<file path="src/rtl/sdram_pattern_tester.sv">
// Burst-oriented SDRAM pattern tester: writes a pattern region, reads it back, counts mismatches.
// Define SDRAM_TEST_LFSR_EN to build the LFSR pattern (mode 2); otherwise mode 2 aliases mode 0.
module sdram_pattern_tester #(
   parameter int unsigned ADDR_WIDTH     = 24,
   parameter int unsigned MEM_DATA_WIDTH = 16,
   parameter int unsigned BURST_WIDTH    = 10,
   parameter int unsigned BURST_LEN      = 128,
   parameter int unsigned BURST_NUM      = 16,
   parameter int unsigned BASE_ADDR      = 0
) (
   input  logic                      i_sys_clk,
   input  logic                      i_sys_rst,
   input  logic                      i_start,
   input  logic [1:0]                i_mode,
   input  logic                      i_loop,
   output logic                      o_busy,
   output logic                      o_done,
   output logic                      o_pass,
   output logic [15:0]               o_err_cnt,
   output logic [15:0]               o_pass_cnt,
   output logic [ADDR_WIDTH-1:0]     o_first_err_addr,
   output logic                      o_wr_burst_req,
   output logic [BURST_WIDTH-1:0]    o_wr_burst_len,
   output logic [ADDR_WIDTH-1:0]     o_wr_burst_addr,
   input  logic                      i_wr_burst_data_req,
   output logic [MEM_DATA_WIDTH-1:0] o_wr_burst_data,
   input  logic                      i_wr_burst_finish,
   output logic                      o_rd_burst_req,
   output logic [BURST_WIDTH-1:0]    o_rd_burst_len,
   output logic [ADDR_WIDTH-1:0]     o_rd_burst_addr,
   input  logic                      i_rd_burst_data_valid,
   input  logic [MEM_DATA_WIDTH-1:0] i_rd_burst_data,
   input  logic                      i_rd_burst_finish
);

   localparam logic [31:0]               TotalWords = 32'(BURST_LEN * BURST_NUM);
   localparam logic [31:0]               LastBurst  = 32'(BURST_NUM - 1);
   localparam logic [31:0]               Base32     = 32'(BASE_ADDR);
   localparam logic [ADDR_WIDTH-1:0]     BaseAddr   = ADDR_WIDTH'(BASE_ADDR);
   localparam logic [ADDR_WIDTH-1:0]     AddrStep   = ADDR_WIDTH'(BURST_LEN);
   localparam logic [BURST_WIDTH-1:0]    BurstLen   = BURST_WIDTH'(BURST_LEN);
   localparam logic [MEM_DATA_WIDTH-1:0] WalkSeed   = MEM_DATA_WIDTH'(1);

   typedef enum logic [2:0] {
      StIdle, StWrReq, StWrGap, StRdReq, StRdGap, StDone
   } state_e;

   state_e                    state_q;
   logic [1:0]                mode_q;
   logic [31:0]               burst_q;
   logic [31:0]               wr_n_q;
   logic [31:0]               rd_m_q;
   logic [MEM_DATA_WIDTH-1:0] wr_walk_q;
   logic [MEM_DATA_WIDTH-1:0] rd_walk_q;
   logic                      pass_err_q;
   logic                      first_seen_q;
   logic [MEM_DATA_WIDTH-1:0] wr_pat;
   logic [MEM_DATA_WIDTH-1:0] rd_pat;

`ifdef SDRAM_TEST_LFSR_EN
   localparam logic [31:0] LfsrSeed = 32'hFFFF_FFFF;
   logic [31:0] wr_lfsr_q;
   logic [31:0] rd_lfsr_q;

   // x^32 + x^22 + x^2 + x + 1, shifting towards the MSB
   function automatic logic [31:0] lfsr_step(input logic [31:0] s);
      return {s[30:0], s[31] ^ s[21] ^ s[1] ^ s[0]};
   endfunction
`endif

   function automatic logic [MEM_DATA_WIDTH-1:0] walk_step(input logic [MEM_DATA_WIDTH-1:0] w);
      return {w[MEM_DATA_WIDTH-2:0], w[MEM_DATA_WIDTH-1]};
   endfunction

   function automatic logic [15:0] sat_inc(input logic [15:0] c);
      return (c == 16'hFFFF) ? c : c + 16'd1;
   endfunction

   // Write and read sides each carry their own generator so reads never depend on write timing
   always_comb begin
      wr_pat = MEM_DATA_WIDTH'(wr_n_q + 32'd1);
      rd_pat = MEM_DATA_WIDTH'(rd_m_q + 32'd1);
      case (mode_q)
         2'd1: begin
            wr_pat = MEM_DATA_WIDTH'(Base32 + wr_n_q);
            rd_pat = MEM_DATA_WIDTH'(Base32 + rd_m_q);
         end
`ifdef SDRAM_TEST_LFSR_EN
         2'd2: begin
            wr_pat = wr_lfsr_q[MEM_DATA_WIDTH-1:0];
            rd_pat = rd_lfsr_q[MEM_DATA_WIDTH-1:0];
         end
`endif
         2'd3: begin
            wr_pat = wr_walk_q;
            rd_pat = rd_walk_q;
         end
         default: ;
      endcase
   end

   always_ff @(posedge i_sys_clk) begin
      if (i_sys_rst) begin
         state_q          <= StIdle;
         mode_q           <= 2'd0;
         burst_q          <= '0;
         wr_n_q           <= '0;
         rd_m_q           <= '0;
         wr_walk_q        <= WalkSeed;
         rd_walk_q        <= WalkSeed;
         pass_err_q       <= 1'b0;
         first_seen_q     <= 1'b0;
         o_busy           <= 1'b0;
         o_done           <= 1'b0;
         o_pass           <= 1'b0;
         o_err_cnt        <= '0;
         o_pass_cnt       <= '0;
         o_first_err_addr <= '0;
         o_wr_burst_req   <= 1'b0;
         o_wr_burst_len   <= '0;
         o_wr_burst_addr  <= '0;
         o_wr_burst_data  <= '0;
         o_rd_burst_req   <= 1'b0;
         o_rd_burst_len   <= '0;
         o_rd_burst_addr  <= '0;
`ifdef SDRAM_TEST_LFSR_EN
         wr_lfsr_q        <= LfsrSeed;
         rd_lfsr_q        <= LfsrSeed;
`endif
      end else begin
         o_done <= 1'b0;
         unique case (state_q)
            StIdle: begin
               if (i_start) begin
                  mode_q           <= i_mode;
                  o_err_cnt        <= '0;
                  o_pass_cnt       <= '0;
                  o_first_err_addr <= '0;
                  first_seen_q     <= 1'b0;
                  pass_err_q       <= 1'b0;
                  burst_q          <= '0;
                  wr_n_q           <= '0;
                  rd_m_q           <= '0;
                  wr_walk_q        <= WalkSeed;
                  rd_walk_q        <= WalkSeed;
`ifdef SDRAM_TEST_LFSR_EN
                  wr_lfsr_q        <= LfsrSeed;
                  rd_lfsr_q        <= LfsrSeed;
`endif
                  o_wr_burst_addr  <= BaseAddr;
                  o_rd_burst_addr  <= BaseAddr;
                  o_wr_burst_len   <= BurstLen;
                  o_rd_burst_len   <= BurstLen;
                  o_wr_burst_req   <= 1'b1;
                  o_busy           <= 1'b1;
                  state_q          <= StWrReq;
               end
            end
            StWrReq: begin
               if (i_wr_burst_data_req) begin
                  o_wr_burst_data <= wr_pat;
                  wr_n_q          <= wr_n_q + 32'd1;
                  wr_walk_q       <= walk_step(wr_walk_q);
`ifdef SDRAM_TEST_LFSR_EN
                  wr_lfsr_q       <= lfsr_step(wr_lfsr_q);
`endif
               end
               if (i_wr_burst_finish) begin
                  o_wr_burst_req <= 1'b0;
                  state_q        <= StWrGap;
               end
            end
            StWrGap: begin
               if (burst_q == LastBurst) begin
                  burst_q         <= '0;
                  o_rd_burst_addr <= BaseAddr;
                  o_rd_burst_req  <= 1'b1;
                  state_q         <= StRdReq;
               end else begin
                  burst_q         <= burst_q + 32'd1;
                  o_wr_burst_addr <= o_wr_burst_addr + AddrStep;
                  o_wr_burst_req  <= 1'b1;
                  state_q         <= StWrReq;
               end
            end
            StRdReq: begin
               if (i_rd_burst_data_valid) begin
                  if (i_rd_burst_data != rd_pat) begin
                     o_err_cnt  <= sat_inc(o_err_cnt);
                     pass_err_q <= 1'b1;
                     if (!first_seen_q) begin
                        o_first_err_addr <= BaseAddr + ADDR_WIDTH'(rd_m_q);
                        first_seen_q     <= 1'b1;
                     end
                  end
                  rd_m_q    <= rd_m_q + 32'd1;
                  rd_walk_q <= walk_step(rd_walk_q);
`ifdef SDRAM_TEST_LFSR_EN
                  rd_lfsr_q <= lfsr_step(rd_lfsr_q);
`endif
               end
               if (i_rd_burst_finish) begin
                  o_rd_burst_req <= 1'b0;
                  state_q        <= StRdGap;
               end
            end
            StRdGap: begin
               if (burst_q == LastBurst) begin
                  state_q <= StDone;
               end else begin
                  burst_q         <= burst_q + 32'd1;
                  o_rd_burst_addr <= o_rd_burst_addr + AddrStep;
                  o_rd_burst_req  <= 1'b1;
                  state_q         <= StRdReq;
               end
            end
            StDone: begin
               // A wrong number of read words is one error, independent of data compares
               if (rd_m_q != TotalWords) o_err_cnt <= sat_inc(o_err_cnt);
               o_pass          <= !pass_err_q && (rd_m_q == TotalWords);
               o_done          <= 1'b1;
               o_pass_cnt      <= o_pass_cnt + 16'd1;
               pass_err_q      <= 1'b0;
               burst_q         <= '0;
               wr_n_q          <= '0;
               rd_m_q          <= '0;
               wr_walk_q       <= WalkSeed;
               rd_walk_q       <= WalkSeed;
`ifdef SDRAM_TEST_LFSR_EN
               wr_lfsr_q       <= LfsrSeed;
               rd_lfsr_q       <= LfsrSeed;
`endif
               o_wr_burst_addr <= BaseAddr;
               o_rd_burst_addr <= BaseAddr;
               if (i_loop) begin
                  o_wr_burst_req <= 1'b1;
                  state_q        <= StWrReq;
               end else begin
                  o_busy  <= 1'b0;
                  state_q <= StIdle;
               end
            end
            default: state_q <= StIdle;
         endcase
      end
   end

endmodule
</file>
<file path="config.mk">
export PLATFORM = sky130hd
export DESIGN_NAME = sdram_pattern_tester
export DESIGN_NICKNAME = d
export VERILOG_FILES = /design/src/rtl/sdram_pattern_tester.sv
export SDC_FILE = /design/constraint.sdc
export NUM_CORES = 1
export LEC_CHECK = 0
export CORE_UTILIZATION = 50
export DETAILED_ROUTE_END_ITERATION = 8
export GPL_ROUTABILITY_DRIVEN = 0
export PLACE_DENSITY_LB_ADDON = 0.3
export SLEW_MARGIN = 10
export SYNTH_ARGS = -nofsm -noshare
export SYNTH_HDL_FRONTEND = slang
export SYNTH_SLANG_ARGS = --single-unit
</file>
<file path="constraint.sdc">
create_clock -name i_sys_clk -period 3.25 [get_ports i_sys_clk]
set_clock_uncertainty 0.2 [all_clocks]
set_input_delay 0.65 -clock i_sys_clk [delete_from_list [all_inputs] [get_ports i_sys_clk]]
set_output_delay 0.65 -clock i_sys_clk [all_outputs]
set_load 0.01 [all_outputs]
</file>
==> summary.md, run 1 <==
| Metric | Value |
|---|---|
| Flop2flop setup slack | `110 ps` |
| Vias | `11206` |
| Most common cell after layout, fill and taps aside | `dfxtp_1` |
| CP max FO | `14` |
| Area growth syn-to-layout | `24.1%` |
| Post-synth EDFFs | `0` |
| Status | `finished clean` |
| Die ar. | `23900 um2` |
| H-tree depth | `1` |
| Slew @ Worst Pin | `749 ps` |
| Initial antenna violation count | `1` |
| Util after Layout | `63.6%` |
| Vias in the first global route | `10364` |
| Total placed cells including tap cells | `1859` |
| Leakage power | `5.14 nW` |
| Simple-Gate Fraction of Synth Area | `25.7%` |
| Io pins | `171` |
| Ys Warns | `0` |
| Post-Synth XOR/XNOR Area | `6.32%` |
| Final nets | `1638` |
| Area of the core | `22700 um2` |
| Share of cells above drive strength 1 | `10.2%` |
| Clock latency at the later pin of the worst-skew pair | `530 ps` |
| Largest net degree at the start of global routing | `75` |
| Total gr overflow | `0` |
| Slowest stage cell, crit path | `nor4_2` |
| Overall die width | `155 um` |
| Vias per cell | `5.88` |
| Hold Violations, Final | `0` |
| Final Max Tran Viols | `0` |
| Die Ht | `155 um` |
| Critical path endpoint category | `register` |
| Routed len/inst | `16.6 um` |
| Period Utilization, post-route | `96.7%` |
| Final setup viols | `0` |
| Hold Crit Class | `register to register` |
| Syn Inst Count | `1439` |
| Drt first pass iters | `5` |
| Peak VDD IR | `333 uV` |
| Asr flop ratio synth | `0%` |
| Synth cell types | `75` |
| Total Power | `6.12 mW` |
| Cell Chain, Critical Path | `ha_2 -> buf_4 -> mux2_2 -> o221ai_1 -> xor2_1 -> o2111ai_1 -> nor4_2 -> and4_4 -> buf_4 -> nor2_2 -> a32o_1` |
| # port buffers | `138` |
| Slowest stage delay, CP | `390 ps` |
| Max-Cap Viols | `0` |
| Synth Area per Inst | `8.09 um2` |
| CTS tree | `built` |
| Worst-path clk slew | `60 ps` |
| Ant. Diodes | `0` |
| Drt total wl | `31600 um` |
| Tmin final | `3140 ps` |
| CP most frequent cell | `buf_4` |
| Post-Synth Adder-Cell Area | `0.859%` |
| Commonest register cell after synthesis | `dfxtp_1` |
| Rows | `55` |
| Maximum clock rate | `318 MHz` |
| CTS buffer count | `25` |
| RSZ-0062 raised after global routing | `true` |
| Antenna viol nets, final | `0` |
| Crit path DAT | `3360 ps` |
| Flops & latches, synth | `231` |
| Multiplexer share of the synthesized area | `1.48%` |
| DRT iter0 DRCs | `1107` |
| Post-synthesis sequential area ratio | `39.7%` |
| Synth Area in Compound Gates | `19.4%` |
| Initial Util | `51.3%` |
| Final hold slack | `258 ps` |
| Pwr per Cell Area | `423 nW/um2` |
| Max-slew headroom | `49.9%` |
| Commonest non-fill, non-tap cells in the layout | `229 x dfxtp_1, 209 x nor2_1, 137 x clkdlybuf4s50_1, 110 x nand2_1, 99 x a21oi_1` |
| CP required | `3460 ps` |
| Mapped Area | `11600 um2` |
| First-pass GRT wire length | `52000 um` |
| Finished Layout Cells | `1907` |
| Clk root buf | `clkbuf_16` |
| Critical path class | `register to register` |
| DRC viols | `0` |
| Total global-route track usage | `26.1%` |
| Largest family of logic cells by synthesized area | `simple AND/OR/NAND/NOR gates` |
| Type of origin of the critical path | `register` |
| CTS max path bufs | `3` |
| Clock Sinks | `231` |
| HPWL Detailed | `21800 um` |
==> where the power goes <==
group / switching, mW / total (mW) / internal [mW]
clock network: 1.14 / 2.74 / 1.60
logic: 0.320 / 0.504 / 0.184
registers: 0.0231 / 2.87 / 2.85
total: 1.48 / 6.12 / 4.63
==> critical path: cells and delay by family (launching register included) <==
| kind | cells | cell delay [ps] |
|---|---|---|
| AOI/OAI and AO/OA | 3 | 690 |
| adders and majority gates | 1 | 210 |
| and+or+nand+nor | 3 | 870 |
| xor gates and xnor gates | 1 | 180 |
| muxes | 1 | 250 |
| buffers and inverters | 2 | 320 |
| DFF | 1 | 320 |
==> layer usage <==
layer	global-route usage, %	vias up	part of all wire [%]
met4	7.92	2	2.1
met2	43.4	376	47
met1	35.0	5319	45
met5	0	-	0.054
met3	3.87	64	6.4
li1	-	5445	-
==> stage by stage <==
| stage | setup WS (ps) | TNS, ps | cell area (um2) |
|---|---|---|---|
| after floorplan | 252 | 0 | 11800 |
| after global placement | -480 | -17760 | 13600 |
| after detailed placement | -515 | -19090 | 13600 |
| after CTS | 8.80 | 0 | 14400 |
| after global routing | -24.4 | -108 | 14500 |
| final | 106 | 0 | 14500 |
==> what timing repair did <==
item	CTS	global route
setup endpoints to repair	39	41
cloned	1	0
setup buffers	0	2
hold endpoints to repair	0	0
hold buffers	0	0
gates resized for setup	4	8
pin swaps	1	1
==> worst paths after layout <==
path / from / to / cells after the start
setup reg to reg: rd_m_q[0] / o_err_cnt[10] / 11
hold / removal: o_wr_burst_data[1] / o_wr_burst_data[1] / 2
hold reg to reg: o_wr_burst_data[1] / o_wr_burst_data[1] / 2
setup / recovery: rd_m_q[0] / o_err_cnt[10] / 11
==> Yosys cell counts (12+ instances only) <==
library cell / number / share of area (%)
and3_1: 39 / 2.1
clkbuf_1: 68 / 2.2
a22oi_1: 50 / 3.2
nor3_1: 27 / 1.2
o21ai_0: 69 / 3.0
inv_1: 20 / 0.64
xnor2_1: 39 / 2.9
a32o_1: 14 / 1.2
nand3_1: 65 / 2.8
nor4_1: 25 / 1.3
dfxtp_1: 231 / 40
nand2_1: 110 / 3.5
a211oi_1: 12 / 0.77
nor2_1: 209 / 6.7
o211ai_1: 17 / 1.1
nand4_1: 34 / 1.8
xor2_1: 45 / 3.4
or3_1: 23 / 1.2
a22o_1: 27 / 2.0
a21oi_1: 99 / 4.3
mux2i_1: 15 / 1.3
buf_4: 36 / 2.3
==> cell families after synthesis <==
logic type               count (synthesis)
adder cells (fa/ha/maj)                  8
AO/OA/AOI/OAI                          343
XOR/XNOR                                84
buffers and inverters                  150
AND/OR/NAND/NOR                        605
other                                    1
flip-flops                             231
multiplexers                            17
==> flip-flops by register name, summed over array words and instances, names as in the netlist, 2 cells and up <==
| signal | cells |
|---|---|
| wr_n_q | 16 |
| rd_m_q | 32 |
| rd_walk_q | 16 |
| wr_walk_q | 16 |
| o_wr_burst_addr | 17 |
| o_rd_burst_addr | 17 |
| mode_q | 2 |
| o_pass_cnt | 16 |
| burst_q | 32 |
| o_first_err_addr | 24 |
| state_q | 3 |
| o_err_cnt | 16 |
| o_wr_burst_data | 16 |
==> layout make-up <==
class                           instances  area [um2]
Clock buffer                           41         766
Multi-Input combinational cell       1090        6450
Timing Repair Buffer                  234        2150
Fill cell                            2029        8260
Tap cell                              285         357
Sequential cell                       231        4630
Inverter                               22        82.6
Clock inverter                          4        23.8
No activity file was read; power rests on OpenSTA's default activity.
==> inputs of run 2 (changes only) <==
==> constraint.sdc (replaced) <==
create_clock -name i_sys_clk -period 2.85 [get_ports i_sys_clk]
set_clock_uncertainty 0.2 [all_clocks]
set_input_delay 0.57 -clock i_sys_clk [delete_from_list [all_inputs] [get_ports i_sys_clk]]
set_output_delay 0.57 -clock i_sys_clk [all_outputs]
set_load 0.01 [all_outputs]
==> run 2 against run 1 <==
The run now ends with setup timing left. Setup slack got worse by 270 ps. Combinational power increased by 31%. Register-to-register slack got worse by 270 ps. Non-clock buffer count is 67 higher. Critical path type unchanged. Largest power group unchanged.
==> summary.md, run 2 (synthesized netlist as in run 1, its figures left out) <==
| Metric | Value |
|---|---|
| Pint | `5.40 mW (+16%)` |
| # fillers | `1840 (-9.3%)` |
| First-pass GRT wire length | `52700 um (+1.4%)` |
| Hold Crit Class | `input port to register` |
| Total placed cells including tap cells | `1908 (+2.6%)` |
| CP top delay family | `simple AND/OR/NAND/NOR gates` |
| Clock latency at the later pin of the worst-skew pair | `520 ps (about the same)` |
| Initial antenna violation count | `2 (+1)` |
| Util after Layout | `67.4% (+3.7 points)` |
| Worst-path clk slew | `60 ps (about the same)` |
| Max-Cap Viols | `0 (unchanged)` |
| FF/Latch Area | `4640 um2 (+0.35%)` |
| Switch Pwr | `1.74 mW (+17%)` |
| Flop2flop setup slack | `-170 ps (-270 ps)` |
| Finished Layout Cells | `1972 (+3.4%)` |
| Worst Path Buf+Inv | `5 (+3)` |
| Clock Sinks | `231 (unchanged)` |
| Final WS setup | `-167 ps (-272 ps)` |
| Leakage power | `5.56 nW (+8.3%)` |
| Clk root buf | `clkbuf_16` |
| Area of the core | `22700 um2 (unchanged)` |
| Vias | `11610 (+3.6%)` |
| Pwr per Cell Area | `467 nW/um2 (+10%)` |
| Comb pwr share | `9.2% (+1.0 points)` |
| Sw Ratio | `24.4% (+0.16 points)` |
| CTS max path bufs | `3 (unchanged)` |
| Vias in the first global route | `10738 (+3.6%)` |
| Area growth syn-to-layout | `31.3%` |
| Design area | `15300 um2 (+5.9%)` |
| CTS tree | `built` |
| Slew @ Worst Pin | `781 ps (+32.3 ps)` |
| H-tree depth | `1 (unchanged)` |
| Drt first pass iters | `6 (+1)` |
| CP required | `3060 ps (-400 ps)` |
| Critical path endpoint category | `register` |
| Final setup viols | `40 (+40)` |
| Peak VDD IR | `452 uV (+36%)` |
| CTS buffer count | `25 (unchanged)` |
| Sequential power share | `45.9% (-1.1 points)` |
| Status | `finished, violations left` |
| Initial Util | `51.3% (unchanged)` |
| Placement-stage cell area | `14000 um2 (+3.1%)` |
| Hold Violations, Final | `0 (unchanged)` |
| RSZ-0062 raised after global routing | `true` |
| Cell Chain, Critical Path | `buf_4 -> buf_6 -> inv_1 -> ha_1 -> nor2_2 -> a21oi_2 -> xnor2_1 -> nand3_1 -> nor4_4 -> and4_4 -> buf_12 -> nor4_4 -> buf_4 -> a22o_1` |
| Rows | `55 (unchanged)` |
| HPWL Detailed | `22600 um (+3.9%)` |
| Type of origin of the critical path | `register` |
| Vias per cell | `5.89 (+0.19%)` |
| Total gr overflow | `0 (unchanged)` |
| Total global-route track usage | `26.7% (+0.61 points)` |
| DRT iter0 DRCs | `968 (-13%)` |
| Final Max Tran Viols | `0 (unchanged)` |
| Multi-input gate area | `6660 um2 (+3.3%)` |
| Drt total wl | `33400 um (+5.7%)` |
| Critical path class | `register to register` |
| CTS Hold Buffers Added | `0 (unchanged)` |
| Die ar. | `23900 um2 (unchanged)` |
| Max-slew headroom | `47.9% (-1.9 points)` |
| Antenna viol nets, final | `0 (unchanged)` |
| Crit path DAT | `3230 ps (-130 ps)` |
| Share of cells above drive strength 1 | `15.9% (+5.7 points)` |
| Routed len/inst | `16.9 um (+2.2%)` |
| Die Ht | `155 um (unchanged)` |
| Commonest non-fill, non-tap cells in the layout | `220 x dfxtp_1, 206 x nor2_1, 146 x buf_4, 137 x clkdlybuf4s50_1, 109 x nand2_1` |
| Biggest regs | `burst_q: 32 flops, rd_m_q: 32 flops, o_first_err_addr: 24 flops` |
| DRC viols | `0 (unchanged)` |
| Period Utilization, post-route | `106% (+9.1 points)` |
| Failing checks | `setup timing` |
| Most common cell after layout, fill and taps aside | `dfxtp_1` |
| Slowest stage delay, CP | `360 ps (-30 ps)` |
| Largest net degree at the start of global routing | `51 (-32%)` |
| Tmin final | `3020 ps (-128 ps)` |
| Slowest stage cell, crit path | `dfxtp_2` |
| Io pins | `171 (unchanged)` |
| Clock power frac | `44.9% (about the same)` |
| CP max FO | `7 (-7)` |
| Maximum clock rate | `331 MHz (+4.2%)` |
| Final nets | `1705 (+4.1%)` |
| # port buffers | `138 (unchanged)` |
| Ant. Diodes | `0 (unchanged)` |
| Overall die width | `155 um (unchanged)` |
run 2: worst register-to-register path: cells and delay by family, from the launching register on:
kind	cells	cell delay, ps
DFF	1	360
and+or+nand+nor	5	920
xor gates and xnor gates	1	190
AOI/OAI and AO/OA	2	280
buffers and inverters	5	630
adders and majority gates	1	330
run 2: worst paths after layout:
| check | startpoint | end | cells after the start |
|---|---|---|---|
| max | rd_m_q[0] | o_first_err_addr[4] | 14 |
| min | i_sys_rst | rd_m_q[14] | 2 |
| max reg2reg | rd_m_q[0] | o_first_err_addr[4] | 14 |
| min reg2reg | o_wr_burst_data[14] | o_wr_burst_data[14] | 2 |
run 2: power groups by stage:
stage               Clock [mW]  Sequential [mW]  Combinational, mW
finish                    3.20             3.28              0.659
global route              3.39             3.28              0.710
CTS                       3.27             3.28              0.628
detailed placement           0             3.35              0.598
global placement             0             3.35              0.589
floorplan                    0             3.34              0.382
run 2: cell type report:
| cell class | instances | area share, % |
|---|---|---|
| well taps | 285 | 2.33 |
| clock inverters | 12 | 0.777 |
| flip-flops and latches | 231 | 30.4 |
| multi-input cells | 1090 | 43.5 |
| clock buffers | 31 | 4.50 |
| repair buffers | 301 | 18.0 |
| inverters | 22 | 0.540 |
run 2: metrics by stage:
stage               hold WS [ps]  setup TNS, ps  setup slack (ps)  power [mW]
CTS                          198          -2460             -82.6        7.18
global placement             241         -36860              -746        3.94
detailed placement           250         -41360              -808        3.95
global route                 203          -7860              -247        7.37
floorplan                    228              0             0.561        3.72
finish                       213          -4020              -167        7.14
run 2: metal layers:
layer	vias up	share of wire, %	routed length, um	track usage, %
li1	5587	-	-	-
met5	-	0.093	31	0
met1	5499	43	14200	34.0
met2	432	48	16100	45.9
met4	4	3.3	1090	10.0
met3	88	5.9	1980	3.78
run 2: timing repair:
action / in CTS / in global routing
pin swaps: 27 / 28
gates cloned: 2 / 0
setup buffers: 12 / 9
resized for setup: 31 / 37
endpoints found under the setup margin: 44 / 61
==> inputs of run 3 (changes only) <==
--- a/config.mk
+++ b/config.mk
@@ -5,6 +5,7 @@
 export SDC_FILE = /design/constraint.sdc
 export NUM_CORES = 1
 export LEC_CHECK = 0
+export CAP_MARGIN = 20
 export CORE_UTILIZATION = 50
 export DETAILED_ROUTE_END_ITERATION = 8
 export GPL_ROUTABILITY_DRIVEN = 0
==> results of run 3 <==
Same layout as run 2: the final DEF is identical, and so are final timing and power.
